$ cat src/rtl/bus_arbit_rr.sv
// Round-robin N-master bus arbiter: registered one-hot grant, hold while requesting, park on master 0.
// Optional burst-limit forced handover is enabled by defining BUS_ARBIT_BURST_LIMIT_EN.
module bus_arbit_rr #(
  parameter int N_MASTERS = 4,
  parameter int MAX_HOLD  = 16,
  localparam int ID_W     = $clog2(N_MASTERS)
) (
  input  logic                 clk,
  input  logic                 reset,
  input  logic [N_MASTERS-1:0] request,
  output logic [N_MASTERS-1:0] grant,
  output logic [ID_W-1:0]      grant_id,
  output logic                 parked
);

  if ((N_MASTERS < 2) || (N_MASTERS > 16) || (MAX_HOLD < 1)) begin : g_param_check
    $error("bus_arbit_rr: N_MASTERS must be 2..16 and MAX_HOLD >= 1");
  end

  logic [N_MASTERS-1:0] grant_q, grant_d;
  logic [ID_W-1:0]      id_q, id_d;
  logic [ID_W-1:0]      last_q, last_d;
  logic                 parked_q, parked_d;
  logic [ID_W-1:0]      pick_all_s;

  // First requester found scanning circularly from last+1, wrapping at N_MASTERS-1 -> 0.
  function automatic logic [ID_W-1:0] rr_pick(input logic [N_MASTERS-1:0] req,
                                              input logic [ID_W-1:0]      last);
    logic [ID_W-1:0] win;
    logic            found;
    int              j;
    win   = '0;
    found = 1'b0;
    for (int k = 0; k < N_MASTERS; k++) begin
      j = int'(last) + 32'sd1 + k;
      if (j >= N_MASTERS) begin
        j = j - N_MASTERS;
      end else begin
        j = j;
      end
      if (!found && req[j[ID_W-1:0]]) begin
        win   = j[ID_W-1:0];
        found = 1'b1;
      end else begin
        found = found;
      end
    end
    return win;
  endfunction

  assign pick_all_s = rr_pick(request, last_q);

`ifdef BUS_ARBIT_BURST_LIMIT_EN
  localparam int HOLD_W = $clog2(MAX_HOLD + 1);
  logic [HOLD_W-1:0] hold_q, hold_d;
  logic [ID_W-1:0]   pick_oth_s;
  logic              others_s;

  assign others_s   = |(request & ~grant_q);
  assign pick_oth_s = rr_pick(request & ~grant_q, last_q);
`endif

  // Next-state decision: park, hold, handover or forced handover.
  always_comb begin
    id_d     = id_q;
    last_d   = last_q;
    parked_d = parked_q;
`ifdef BUS_ARBIT_BURST_LIMIT_EN
    hold_d   = hold_q;
`endif
    if (parked_q) begin
      if (|request) begin
        id_d     = pick_all_s;
        last_d   = pick_all_s;
        parked_d = 1'b0;
`ifdef BUS_ARBIT_BURST_LIMIT_EN
        hold_d   = '0;
`endif
      end else begin
        id_d = '0;
      end
    end else if (request[id_q]) begin
`ifdef BUS_ARBIT_BURST_LIMIT_EN
      // hold_q counts completed owned cycles; the current cycle is the MAX_HOLD-th when it equals MAX_HOLD-1
      if ((hold_q >= HOLD_W'(MAX_HOLD - 1)) && others_s) begin
        id_d   = pick_oth_s;
        last_d = pick_oth_s;
        hold_d = '0;
      end else if (hold_q < HOLD_W'(MAX_HOLD)) begin
        hold_d = hold_q + HOLD_W'(1);
      end else begin
        hold_d = hold_q;
      end
`else
      id_d = id_q;
`endif
    end else if (|request) begin
      id_d   = pick_all_s;
      last_d = pick_all_s;
`ifdef BUS_ARBIT_BURST_LIMIT_EN
      hold_d = '0;
`endif
    end else begin
      id_d     = '0;
      parked_d = 1'b1;
`ifdef BUS_ARBIT_BURST_LIMIT_EN
      hold_d   = '0;
`endif
    end
  end

  assign grant_d = N_MASTERS'(1'b1) << id_d;

  // State and output registers with synchronous reset.
  always_ff @(posedge clk) begin
    if (reset) begin
      grant_q  <= N_MASTERS'(1'b1);
      id_q     <= '0;
      last_q   <= ID_W'(N_MASTERS - 1);
      parked_q <= 1'b1;
`ifdef BUS_ARBIT_BURST_LIMIT_EN
      hold_q   <= '0;
`endif
    end else begin
      grant_q  <= grant_d;
      id_q     <= id_d;
      last_q   <= last_d;
      parked_q <= parked_d;
`ifdef BUS_ARBIT_BURST_LIMIT_EN
      hold_q   <= hold_d;
`endif
    end
  end

  assign grant    = grant_q;
  assign grant_id = id_q;
  assign parked   = parked_q;

endmodule

$ cat config.mk
export PLATFORM = sky130hd
export DESIGN_NAME = bus_arbit_rr
export DESIGN_NICKNAME = d
export VERILOG_FILES = /design/src/rtl/bus_arbit_rr.sv
export SDC_FILE = /design/constraint.sdc
export NUM_CORES = 1
export LEC_CHECK = 0
export CAP_MARGIN = 15
export CORE_AREA = 2 2 39 41
export CTS_BUF_LIST = sky130_fd_sc_hd__clkbuf_4
export DETAILED_ROUTE_END_ITERATION = 16
export DIE_AREA = 0 0 41 43
export PLACE_DENSITY_LB_ADDON = 0.1
export SYNTH_ARGS = -nofsm -noshare
export SYNTH_HDL_FRONTEND = slang
export SYNTH_SLANG_ARGS = --single-unit
$ cat constraint.sdc
create_clock -name clk -period 1.8 [get_ports clk]
set_clock_uncertainty 0.05 [all_clocks]
set_input_delay 0.45 -clock clk [delete_from_list [all_inputs] [get_ports clk]]
set_output_delay 0.45 -clock clk [all_outputs]
set_load 0.005 [all_outputs]
# Yosys cells after proc, flatten, opt, wreduce, memory -nomap -nowiden
# Cells that the tools add are included.
[totals]
inputBits = 6
reg_bits = 9
out_inout_bits = 7
elab_cells = 60
[op_classes]
reduce_logical = 7
add_sub_neg = 8
n_shift = 1
eq_ne = 1
order_cmp = 9
n_mux = 30
[op_table]
columns = ["operator", "count"]
rows = [
  ["$mux 2", 14],
  ["$lt 2x3->1 const B", 5],
  ["$ge 4x3->1 const B", 3],
  ["$mux 1", 11],
  ["$bmux 1 s2", 5],
  ["$add 3x2->4 const B", 2],
  ["$sub 2x1->2 const B", 4],
  ["$add 3x1->4 const B", 1],
  ["$reduce_or 4->1", 1],
  ["$shl 1x2->4 const A", 1],
  ["$add 2x1->3 const B", 1],
  ["$ge 3x3->1 const B", 1],
  ["$logic_and 1x1->1", 3],
  ["$logic_not 1->1", 3],
  ["$ne 2x2->1 const B", 1],
]

# Longest topological paths before layout
[logic_depth]
ltp_word = 19
mapped_depth = 4
ltp_nobuf = 4

# Worst setup path after synthesis
# Ideal clock, no wire load.
[synth_path]
path_kind = "register -> register"
from = "reg id_q[0] (netlist: grant_id[0])"
to = "reg grant_q[2] (netlist: grant[2])"
path_buffers = 0
setup_ps = 116
setup_slack_ps = 394
synth_period_minus_slack_ps = 1406
stages_incl_launch_ff = 5
required_ps = 1634
arrival_ps = 1240
cell_sequence = "dfxtp_1 -> mux2_4 -> o2bb2ai_4 -> a31o_4 -> and4_1"
[synth_via]
elab_chain_len = 5
[synth_rtl]
columns = ["element", "line_no", "text"]
rows = [
  ["start: declaration", "21", "logic [ID_W-1:0] id_q, id_d;"],
  ["start signal: assignment", "126", "id_q <= id_d;"],
  ["$bmux 1 s2", "82", "end else if (request[id_q]) begin"],
  ["$mux 1 (not written as such)", "82", ""],
  ["$mux 2 *", "82", ""],
  ["$mux 2 *", "71", "if (parked_q) begin"],
  ["$shl 1x2->4 *", "112", "assign grant_d = N_MASTERS'(1'b1) << id_d;"],
  ["end signal: assignment", "117", "grant_q <= N_MASTERS'(1'b1);"],
  ["end signal: assignment", "125", "grant_q <= grant_d;"],
  ["end: declaration", "20", "logic [N_MASTERS-1:0] grant_q, grant_d;"],
]
# Mark *: on every way between the ends. The rest lies on a longest branch, timed or not. The select of a mux whose other input is x is not followed.
# A chain may end at the register's enable or synchronous reset.

# Final worst setup path
[layout_path]
from = "reg id_q[0] (netlist: grant_id[0])"
to = "out grant_id[0]"
[layout_lines]
columns = ["element", "line_no", "text"]
rows = [
  ["end: declaration", "12", "output logic [ID_W-1:0] grant_id,"],
]
# No word-level cell between the ends.

==> qor.txt <==
Number of antenna violations at the first check in global routing: 0
Cell count after placement: 83
Detailed-route vias per instance: 5.36
Vias after detailed routing: 477
Share of total power in sequential cells: 40.1%
Bufs on Longest Clock Path: 2
Max-cap violations: 0
Post-Syn Area: 478 um^2
Drt total wl: 1070 um
Switching power share of the total: 27.5%
Average footprint of a synthesized cell: 9.75 um^2
Seq/Total Area, Yosys: 37.7%
Crit path required time: 1.30 ns
Max VDD drop: 356 uV
Top_reg_cell synth: dfxtp_1
Hold Path Cell Cnt: 2
Floorplan die area: 1760 um^2
Relative slew margins: 79.6%
Leading post-synthesis cells by instance count: dfxtp_1 (9), nor2_1 (5), nor2b_1 (4), o21ai_0 (4)
Count of H-tree levels built during CTS: 1
Area growth from synthesis to layout: 54.5%
Number of antenna cells inserted: 0
Sw power: 0.168 mW
Crit Reg-Reg Startpoint: grant_id[0]
CTS clock-pin slew for the worst setup and hold paths: 0.06 ns
Final critical-path required period: 1.66 ns
Number of distinct library cell variants in the gate-level netlist after synthesis: 27
Post-synth EDFFs: 0
Hpwl dp: 846 um
Run status: completed
Clock Root Buffer: clkbuf_4
Post-synthesis cell type with the largest combined area: dfxtp_1
Worst min-delay path endpoint: last_q[0]
Crit start category: register
Post-DRT Antenna Nets: 0
Worst slack on hold paths: 0.480 ns
Unrepaired setup endpoints after global routing: no
Worst R2R End: grant[2]
Fill cell total of the finished layout: 130
Buffers & Inverters on Critical Path: 1
Die extent in x: 41 um
Cts bufs inserted: 3
Clk sinks: 9
DR WL/cell: 12.0 um
Layout cell share with drive strength beyond 1: 32.9%
Category of cells accounting for the largest share of critical-path delay: buffers and inverters
Endpoint type of the worst setup path: output pin
Starting Density: 34.5%
Utilization after layout: 53.3%
Number of buffer cells added on primary ports: 12
Global routing usage summed across all routing layers: 14.8%
I/O pin count: 13
Wire length of the first global-routing pass: 1760 um
Launch point of the worst path: grant_id[0]
Vias in the first global route: 426
Final Slew Violations: 0
Total Nets Final: 80
YS warnings: 0
Class of the most critical hold timing path: register to register
Depth of the most critical reg-to-reg path: 4
Worst-skew pair later-pin latency: 0.25 ns
Vert. Die Dim: 43 um
Post-route DRC violation count: 0
Violation count after the first detailed-route iteration: 3
Arrival time of data at the critical path endpoint: 1.16 ns
Peak Freq: 601 MHz
Worst R2R Setup Slack: 0.37 ns
Ordered list of cells on the worst path: clkdlybuf4s50_1
Total iterations of the first detailed-routing run: 3
Clock share of power: 27.2%
CTS tree: done
Core Footprint: 1380 um^2
Non-filler instance count after layout: 89
Slew at the pin closest to its max-slew limit: 0.303 ns
Dominant cell by count in the synthesized netlist: dfxtp_1
Number of failing setup endpoints in the final timing report: 0
Cells after synthesis: 49
Largest fanout of any net on the critical path: 5
Proportion of power drawn by combinational gates: 32.7%
Dominant cells by area after synthesis: dfxtp_1 (38%), o2bb2ai_4 (5.8%), a211oi_2 (5.2%), nor2b_1 (5.2%), o21ai_0 (4.2%)
Synthesis-stage register bit count: 9
Slowest cell on the critical path: clkdlybuf4s50_1
Total congestion overflow: 0
Hold Violations, Final: 0
Hold_sp: last_q[0]
Std cell rows: 14
Largest net degree at the start of global routing: 8
Synthesized netlist net count: 55
Maximum cell stage delay along the critical path: 0.52 ns
Share of synthesized registers carrying an async set or reset: 0%
Share of the synthesized area in the top cell type: 37.7%
RD Place Congestion: 0.782
Internal power summed over all cells: 0.443 mW
Period utilisation layout: 92.4%
Cell leakage power: 0.309 nW
Pwr Density: 828 nW/um^2
Worst Setup Path Type: register to output pin
-- repair_timing --
action | in CTS | in global routing
hold buffers | 0 | 0
gates resized for setup | 0 | 10
setup endpoints to repair | 0 | 4
setup buffers | 0 | 2
-- placed cells by master, fill, tap and decap left out, drive strengths merged, types with 2 or more instances in the layout --
cell	Yosys	routed
or2	2	2
dfxtp	9	9
a211oi	2	2
nor2b	4	4
nor2	5	5
clkdlybuf4s50	0	8
buf	0	8
nand2	2	2
nand2b	2	2
o21ai	6	6
clkbuf	0	4
dlymetal6s2s	0	4
-- state kept, by name (all words and copies together) (netlist names) --
register  cells
grant         4
parked        1
grant_id      2
last_q        2
-- worst max path at each step --
stage	slack, ns	cells past startpoint	endpoint
floorplan	0.39	4	grant[2]
global placement	-0.19	6	grant[0]
detailed placement	-0.23	6	grant[0]
CTS	0.04	6	grant[0]
global route	0.09	1	grant_id[0]
finish	0.14	1	grant_id[0]
-- metal layers --
metal / vias up / routed length, um / track usage, %
met4: 0 / 9 / 6.00
met3: 2 / 51 / 4.71
li1: 233 / - / -
met5: - / 0 / 0
met1: 229 / 454 / 18.1
met2: 13 / 556 / 22.8
-- logic make-up after synthesis --
group           after synthesis  share of synthesized area, %
flops                         9                          37.7
compound gates               18                          33.5
mux                           2                          5.23
buf+inv                       1                         0.785
simple gates                 19                          22.8
-- final cells by class --
cell class | count | area [um^2] | share of cell area, %
inverter | 1 | 3.75 | 0.508
tap | 16 | 20.0 | 2.71
sequential | 9 | 181 | 24.6
clock buffer | 4 | 30.0 | 4.07
timing repair buffer | 20 | 190 | 25.8
multi-input combinational | 39 | 313 | 42.4
-- power by group through the flow --
stage	clock [mW]	sequential, mW	combinational (mW)
4_1_cts	0.174	0.243	0.185
3_3_place_gp	0	0.247	0.185
2_1_floorplan	0	0.246	0.101
5_1_grt	0.189	0.249	0.218
6_report	0.166	0.245	0.200
3_5_place_dp	0	0.247	0.185
-- through the flow --
stage	area, um^2	worst slack (ns)	total power, mW	setup TNS, ns
after detailed placement	663	-0.225	0.432	-1.16
after floorplan	478	0.394	0.347	0
after global placement	663	-0.194	0.432	-1.02
after global routing	738	0.0866	0.656	0
final	738	0.136	0.611	0
after CTS	693	0.0438	0.602	0
Note: power is estimated with default switching activity, not from simulation.
